==> src/rtl/uart_cmd_ctrl.sv <==
// UART command parser: SYNC/CMD/DATA/CHK frames drive config registers and
// return an ACK, NAK or read-back byte. Errors are counted with saturation.
module uart_cmd_ctrl #(
  parameter int unsigned TIMEOUT_CLKS = 270000,
  parameter logic [7:0]  THRESH_RST   = 8'd128
) (
  input  logic       clk,
  input  logic       rst_n,
  input  logic [7:0] rx_data,
  input  logic       rx_valid,
  output logic [7:0] tx_data,
  output logic       tx_valid,
  input  logic       tx_ready,
  output logic [7:0] cfg_threshold,
  output logic [1:0] cfg_mode,
  output logic       cfg_enable,
  output logic       cfg_wr,
  output logic [7:0] err_count
);

  localparam int unsigned TW = (TIMEOUT_CLKS > 2) ? $clog2(TIMEOUT_CLKS) : 1;
  localparam logic [TW-1:0] TO_LAST = TW'(TIMEOUT_CLKS - 1);
  localparam logic [7:0] SYNC = 8'hA5;
  localparam logic [7:0] ACK  = 8'h06;
  localparam logic [7:0] NAK  = 8'h15;

  typedef enum logic [2:0] {S_IDLE, S_CMD, S_DATA, S_CHK, S_EXEC, S_RESP} state_t;

  state_t        state_q, state_d;
  logic [7:0]    cmd_q, cmd_d, data_q, data_d, chk_q, chk_d;
  logic [TW-1:0] to_q, to_d;
  logic [7:0]    tx_data_q, tx_data_d;
  logic          tx_valid_q, tx_valid_d;
  logic [7:0]    thr_q, thr_d;
  logic [1:0]    mode_q, mode_d;
  logic          en_q, en_d;
  logic          wr_q, wr_d;
  logic [7:0]    err_q, err_d;
  logic          err_inc, in_get, timeout, bad;
  logic [7:0]    rsp;

  always_comb begin
    state_d    = state_q;
    cmd_d      = cmd_q;
    data_d     = data_q;
    chk_d      = chk_q;
    tx_data_d  = tx_data_q;
    tx_valid_d = tx_valid_q;
    thr_d      = thr_q;
    mode_d     = mode_q;
    en_d       = en_q;
    wr_d       = 1'b0;
    err_inc    = 1'b0;
    bad        = 1'b1;
    rsp        = NAK;
    in_get     = (state_q == S_CMD) || (state_q == S_DATA) || (state_q == S_CHK);
    timeout    = in_get && !rx_valid && (to_q == TO_LAST);

    case (state_q)
      S_IDLE: if (rx_valid && rx_data == SYNC) state_d = S_CMD;
      S_CMD: begin
        if (rx_valid) begin
          cmd_d   = rx_data;
          state_d = S_DATA;
        end
      end
      S_DATA: begin
        if (rx_valid) begin
          data_d  = rx_data;
          state_d = S_CHK;
        end
      end
      S_CHK: begin
        if (rx_valid) begin
          chk_d   = rx_data;
          state_d = S_EXEC;
        end
      end
      S_EXEC: begin
        if (chk_q == (cmd_q ^ data_q)) begin
          case (cmd_q)
            8'h01: begin thr_d  = data_q;      wr_d = 1'b1; bad = 1'b0; rsp = ACK; end
            8'h02: begin mode_d = data_q[1:0]; wr_d = 1'b1; bad = 1'b0; rsp = ACK; end
            8'h03: begin en_d   = data_q[0];   wr_d = 1'b1; bad = 1'b0; rsp = ACK; end
            8'h10: begin
              case (data_q)
                8'd0:    begin rsp = thr_q;          bad = 1'b0; end
                8'd1:    begin rsp = {6'b0, mode_q}; bad = 1'b0; end
                8'd2:    begin rsp = {7'b0, en_q};   bad = 1'b0; end
                default: ;
              endcase
            end
            default: ;
          endcase
        end
        tx_data_d  = rsp;
        tx_valid_d = 1'b1;
        // a NAK and an overrun in the same cycle still count as one error
        err_inc    = bad || rx_valid;
        state_d    = S_RESP;
      end
      S_RESP: begin
        err_inc = rx_valid;
        if (tx_valid_q && tx_ready) begin
          tx_valid_d = 1'b0;
          state_d    = S_IDLE;
        end
      end
      default: state_d = S_IDLE;
    endcase

    if (timeout) begin
      state_d = S_IDLE;
      err_inc = 1'b1;
    end

    to_d  = (in_get && !rx_valid && state_d != S_IDLE) ? to_q + TW'(1) : '0;
    err_d = (err_inc && err_q != 8'hFF) ? err_q + 8'd1 : err_q;
  end

  always_ff @(posedge clk or negedge rst_n) begin
    if (!rst_n) begin
      state_q    <= S_IDLE;
      cmd_q      <= '0;
      data_q     <= '0;
      chk_q      <= '0;
      to_q       <= '0;
      tx_data_q  <= '0;
      tx_valid_q <= 1'b0;
      thr_q      <= THRESH_RST;
      mode_q     <= '0;
      en_q       <= 1'b0;
      wr_q       <= 1'b0;
      err_q      <= '0;
    end else begin
      state_q    <= state_d;
      cmd_q      <= cmd_d;
      data_q     <= data_d;
      chk_q      <= chk_d;
      to_q       <= to_d;
      tx_data_q  <= tx_data_d;
      tx_valid_q <= tx_valid_d;
      thr_q      <= thr_d;
      mode_q     <= mode_d;
      en_q       <= en_d;
      wr_q       <= wr_d;
      err_q      <= err_d;
    end
  end

  assign tx_data       = tx_data_q;
  assign tx_valid      = tx_valid_q;
  assign cfg_threshold = thr_q;
  assign cfg_mode      = mode_q;
  assign cfg_enable    = en_q;
  assign cfg_wr        = wr_q;
  assign err_count     = err_q;

endmodule

==> config.mk <==
export PLATFORM = sky130hd
export DESIGN_NAME = uart_cmd_ctrl
export DESIGN_NICKNAME = d
export VERILOG_FILES = /design/src/rtl/uart_cmd_ctrl.sv
export SDC_FILE = /design/constraint.sdc
export NUM_CORES = 1
export LEC_CHECK = 0
export CORE_MARGIN = 1.5
export CORE_UTILIZATION = 45
export DETAILED_ROUTE_END_ITERATION = 10
export MAX_ROUTING_LAYER = met4
export PLACE_DENSITY = 0.69
export SLEW_MARGIN = 15
export SYNTH_ARGS = -nofsm -noshare
export SYNTH_HDL_FRONTEND = slang
export SYNTH_SLANG_ARGS = --single-unit
==> constraint.sdc <==
create_clock -name clk -period 2.76 [get_ports clk]
set_clock_uncertainty 0.2 [all_clocks]
set_input_delay 0.276 -clock clk [delete_from_list [all_inputs] [get_ports clk]]
set_output_delay 0.276 -clock clk [all_outputs]
set_load 0.02 [all_outputs]
==> metrics, run 1 <==
CTS Root Cell clkbuf_8; outcome complete, no violations; final setup fails 0; WP data required 2.78 ns; number of global-route vias before repair 2,471; cts bufs inserted 9; kind of critical path reg2reg; Synth Area in Compound Gates under 10%; fin crit share 92.2%; Die H 92.7 um; Crit. Startpoint data_q[2]$_DFFE_PN0P_; Setup Fix Bufs, Post-CTS 0; vias per cell between 5 and 6; crit path DAT 2.56 ns; syn avg cell area 12.0 sq um; Max Root-Sink Buffers 2; Least-Margin Pin Slew about 0.92 ns; DIE AREA 0.00859 sq mm; critical path endpoint category flop; setup_tns 0 ns; top cell type's share of synthesized area 51.2%; routed via count 2,466; number of remaining DRC errors 0; Mapped Cells 302; Synth Area in XOR/XNOR 9.89%; number of flops mapped to enable cells by yosys 0; num ports 41; core area 0.00777 sq mm; IR drop worst, VDD 0.355 mV; crit-path max FO 8; Period minus WS final 2.54 ns; pin count of the biggest net entering global routing 76; clock tree from TritonCTS done; mux cell area share after synthesis 12.6%; Hold Crit Depth 2; register bit total from synthesis 75; sequential cell area fraction in the yosys report 51.9%; hold-fix buffers at CTS 1; pre-CTS WS 0.141 ns; Routed Antenna Nets 0; clk sink count between 70 and 80; GRT Util Overall 18.2%; grt total ovfl 0; top cells by area, synth dfrtp_1 (51%), mux2_2 (8.1%), nor2_1 (3.4%), mux2_4 (3.3%), xnor2_1 (3.1%); post-route setup slack 0.217 ns; Reg clk slew, reported paths 0.08 ns; post-synthesis simple-gate area fraction ~17%; H-tree lvl count 3; top_reg_cell synth dfrtp_1; PwrDens ~860 mW/mm^2; Slew Limit Fails 0; Synth area leader dfrtp_1; WL final 6690 um; area delta synth->final 21.0%; ANT cells 0; first-pass GRT wire length 11,800 um; routability cong. 0.825; Reg2Reg Depth 7; layout cells sized above 1 between 20% and 30%; Yosys cell types 50; port bufs 40; final net count 372; Worst Min Path Start tx_data[2]$_DFFE_PN0N_; placed wire-length estimate between 4000 and 5000 um; max frequency 393 MHz; Yosys Warn Count 0; Initial Utilization 46.6%; MaxCap Viol Count 0; worst relative slew slack 38.3%; post-synthesis adder-cell area fraction 0.691%; final hold vios 0; initial antenna violation count 0; cell area after synthesis between 0.003 and 0.004 sq mm; startpoint types flop; largest family of logic cells by synthesized area simple AND/OR/NAND/NOR gates; Post-Syn Nets 316; P_leak 1.94 nW; worst hold slack 0.282 ns; Clk Latency, worst-skew pair 0.34 ns; RR Startpoint data_q[2]$_DFFE_PN0P_; WL per Instance 14.4 um; 1st-pass router iterations 4; die width 92.7 um; Post-synth ARST share 100%; first-iteration detailed-routing DRC count 126; worst min path class reg2reg; num rows 32; post_cts resized 0; RSZ-0062 raised after global routing false
==> worst paths after layout <==
kind	end	slack, ns
max in group asynchronous	cfg_threshold[2]$_DFFE_PN0P_	1.35
hold reg to reg	tx_data[2]$_DFFE_PN0N_	0.28
hold / removal	tx_data[2]$_DFFE_PN0N_	0.28
setup / recovery	cfg_threshold[2]$_DFFE_PN0P_	0.22
min in group asynchronous	cfg_mode[0]$_DFFE_PN0P_	0.43
setup reg to reg	cfg_threshold[2]$_DFFE_PN0P_	0.22
==> area by class of cell <==
class | count | area (sq um)
Fill cell | 672 | 3390
Multi-Input combinational cell | 213 | 1670
Clock inverter | 2 | 10.0
Sequential cell | 75 | 1880
Clock buffer | 14 | 163
Tap cell | 102 | 128
Inverter | 4 | 15.0
Timing Repair Buffer | 55 | 513
==> report_power, final <==
| group | switching, mW | internal, mW | leakage, nW |
|---|---|---|---|
| Combinational | 0.600 | 0.780 | 0.867 |
| Sequential | 0.284 | 1.36 | 0.981 |
| Clock | 0.370 | 0.374 | 0.0905 |
==> routing by layer <==
metal / wire, um / vias up / global-route usage, %
met5: 0 / - / -
met2: 3040 / 51 / 27.2
met4: 113 / 0 / 7.07
met1: 3310 / 1210 / 24.2
met3: 225 / 12 / 4.11
li1: - / 1193 / -
==> worst max-delay path, cell delays in order (launching register included) <==
cell      delay [ns]
dfrtp_1         0.42
xnor3_1         0.40
nand4_2         0.13
nor4_4          0.35
nand2_2         0.13
nor3_4          0.24
nand3b_4        0.21
mux2_4          0.35
==> sequential cells by signal, indices dropped and copies added (netlist names) <==
signal and flops:
tx_data 8, state_q 3, cmd_q 8, cfg_enable 1, data_q 8, chk_q 8, cfg_threshold 8, err_count 8
cfg_mode 2, to_q 19, cfg_wr 1, tx_valid 1
==> stage by stage <==
| stage | total power, mW | instances | cell area (sq um) | util, % |
|---|---|---|---|---|
| after CTS | 3.81 | 465 | 4380 | 56.4 |
| after floorplan | 2.65 | 302 | 3620 | - |
| after global placement | 3.03 | 448 | 4200 | 54.0 |
| after detailed placement | 3.06 | 448 | 4200 | 54.0 |
| after global routing | 4.01 | 465 | 4380 | 56.4 |
| final | 3.77 | 465 | 4380 | 56.4 |
==> kinds of logic after synthesis <==
| group | count (synthesis) |
|---|---|
| mux | 38 |
| compound gates | 29 |
| fa+ha+maj | 2 |
| xor+xnor | 31 |
| buf+inv | 14 |
| simple gates | 113 |
| flops | 75 |
==> cells in the final DEF (no fill, tap or decap), types with 5 or more instances in the layout <==
cell	synthesis	layout
dfrtp_1	74	74
clkdlybuf4s50_1	0	39
nor2_1	33	33
mux2_2	26	26
nand2_1	23	23
nand3_1	16	16
buf_4	3	15
xnor2_1	13	13
xor2_1	12	12
clkbuf_8	0	11
mux2_4	8	8
nand4_1	7	7
and3_1	6	6
o31ai_1	5	5
==> cell usage after synthesis, drive strengths merged (2+ instances only) <==
| library cell | count |
|---|---|
| inv | 4 |
| nand3 | 16 |
| nand4 | 8 |
| xnor3 | 6 |
| xor2 | 12 |
| dfrtp | 74 |
| nand2 | 24 |
| ha | 2 |
| o41ai | 4 |
| a22o | 4 |
| o31ai | 5 |
| xnor2 | 13 |
| nor2 | 33 |
| nor2b | 2 |
| and3 | 6 |
| o21bai | 2 |
| nand3b | 5 |
| buf | 7 |
| nor3 | 6 |
| nor4 | 5 |
| nor4bb | 2 |
| clkbuf | 3 |
| mux2 | 36 |
| mux2i | 2 |
| a31oi | 3 |
| o21ai | 4 |
No activity file was read; power rests on OpenSTA's default activity.
==> run 2, diff against run 1 <==
--- a/config.mk
+++ b/config.mk
@@ -5,11 +5,13 @@
 export SDC_FILE = /design/constraint.sdc
 export NUM_CORES = 1
 export LEC_CHECK = 0
+export CELL_PAD_IN_SITES_DETAIL_PLACEMENT = 0
+export CELL_PAD_IN_SITES_GLOBAL_PLACEMENT = 1
 export CORE_MARGIN = 1.5
 export CORE_UTILIZATION = 45
 export DETAILED_ROUTE_END_ITERATION = 10
 export MAX_ROUTING_LAYER = met4
-export PLACE_DENSITY = 0.69
+export PLACE_DENSITY = 0.82
 export SLEW_MARGIN = 15
 export SYNTH_ARGS = -nofsm -noshare
 export SYNTH_HDL_FRONTEND = slang
==> run 2 against run 1 <==
Die area unchanged. Register-to-register slack worse by 0.05 ns. Via count is 1.7% lower. Global-route usage increased by 0.063 points. Highest routed layer unchanged. Combinational power hardly changed. Critical path type unchanged. Critical path depth unchanged. Clock power is essentially flat. Worst setup slack got worse by 0.052 ns. Sequential share of layout area did not move. Flip-flop and latch count is the same. Largest cell class unchanged. Cell count stayed put.
==> metrics, run 2 (same netlist as run 1, synthesis figures left out) <==
outcome complete, no violations; P_leak just under 2 nW; H-tree lvl count 3; Max stage delay on crit path 0.42 ns; num rows 32; slowest cell on the critical path dfrtp_1; clk sink count 75; post-route setup slack between 0.15 and 0.2 ns; first-iteration detailed-routing DRC count 91; commonest non-fill, non-tap cell in the layout dfrtp_1; Reg clk slew, reported paths 0.07 ns; number of global-route vias before repair ~2,400; Routed Antenna Nets 0; DIE AREA 0.00859 sq mm; worst hold slack 0.284 ns; Initial Utilization 46.6%; WL per Instance 14.9 um; fin crit share a little over nine tenths; worst min path class reg2reg; CP Cell Sequence xnor3_1 > nand4_2 > nor4_4 > nand2_2 > nor3_4 > nand3b_4 > mux2_4; clock power share 19.7%; final hold vios 0; Placement Cell Area approximately 0.0042 sq mm; Least-Margin Pin Slew 0.955 ns; placed wire-length estimate about 4900 um; Die H 92.7 um; vias per cell 5.21; sw frac 33.6%; max reg flops 19; port bufs 40; pin count of the biggest net entering global routing 76; 1st-pass router iterations 4; WP data required 2.78 ns; final net count 372; crit path DAT 2.62 ns; RR Startpoint data_q[2]$_DFFE_PN0P_; fillers 682; crit-path max FO 8; routability cong. 0.877; layout cells sized above 1 between 20% and 30%; ANT cells 0; grt total ovfl 0; MaxCap Viol Count 0; post-route cell area 0.00438 sq mm; P_int 2.52 mW; Period minus WS final 2.60 ns; setup_tns 0 ns; Slew Limit Fails 0; Max Root-Sink Buffers 2; Logic pwr share 36.8%; num ports 41; Psw between 1 and 1.5 mW; GRT Util Overall a little under a fifth; cts bufs inserted 9; FF+latch area 0.00188 sq mm; Seq pwr share 43.5%; PwrDens 866 mW/mm^2; RSZ-0062 raised after global routing false; multi-input logic area around 0.0017 sq mm; clock tree from TritonCTS done; worst relative slew slack 36.4%; final core utilization 56.4%; CTS Root Cell clkbuf_8; routed via count 2,424; startpoint types flop; kind of critical path reg2reg; Worst Min Path Start tx_data[4]$_DFFE_PN0N_; area delta synth->final 21.0%; max frequency 385 MHz; commonest cells after routing, fill and taps aside dfrtp_1 (74), clkdlybuf4s50_1 (39), nor2_1 (33); Clk Latency, worst-skew pair 0.34 ns; Crit. Startpoint data_q[2]$_DFFE_PN0P_; number of remaining DRC errors 0; Top reg by flops to_q; initial antenna violation count 0; IR drop worst, VDD 0.317 mV; die width 92.7 um; critical path endpoint category flop; final setup fails 0; core area 0.00777 sq mm; first-pass GRT wire length 11,700 um; pre-CTS WS 0.164 ns; WL final 6940 um
-- run 2: path summary, 6_finish.rpt --
kind	endpoint	cells after the start	slack, ns
max reg2reg	cfg_threshold[4]$_DFFE_PN0P_	7	0.16
min in group asynchronous	chk_q[0]$_DFFE_PN0P_	2	0.43
min	tx_data[4]$_DFFE_PN0N_	2	0.28
min reg2reg	tx_data[4]$_DFFE_PN0N_	2	0.28
max	cfg_threshold[4]$_DFFE_PN0P_	7	0.16
max in group asynchronous	err_count[0]$_DFFE_PN0P_	2	1.33
-- run 2: per-stage QoR --
stage	total power [mW]	std cells
3_3_place_gp	3.03	448
4_1_cts	3.83	465
5_1_grt	4.04	465
2_1_floorplan	2.65	302
6_report	3.79	465
3_5_place_dp	3.07	448
-- run 2: final cells by class --
class                           instances  area share [%]
Clock buffer                           14            3.71
Clock inverter                          2           0.229
Inverter                                4           0.343
Multi-Input combinational cell        213            38.2
Sequential cell                        75            42.9
Tap cell                              102            2.91
Timing Repair Buffer                   55            11.7
-- run 2: timing repair --
action                                 CTS  global route
endpoints found under the hold margin   74             0
buffers inserted                         0             0
gates resized for setup                  0             0
hold buffers                             1             0
-- run 2: critical path: cells and delay by family, from the launching register on --
family,cells,cell delay (ns)
AND/OR/NAND/NOR,5,1.10
flip-flops,1,0.42
XOR/XNOR,1,0.42
multiplexers,1,0.34
-- run 2: power by group through the flow --
stage	registers, mW	clock network [mW]	logic, mW
floorplan	1.62	0	1.03
global placement	1.65	0	1.38
detailed placement	1.67	0	1.40
CTS	1.65	0.771	1.41
global route	1.69	0.825	1.52
finish	1.65	0.747	1.40
-- run 2: metal layers --
layer / track usage (%) / wire (um) / up-vias / share of wire [%]
li1: - / - / 1192 / -
met1: 25.2 / 3510 / 1170 / 51
met2: 25.3 / 3030 / 47 / 44
met3: 3.94 / 233 / 15 / 3.4
met4: 9.34 / 165 / 0 / 2.4
met5: - / 0 / - / 0
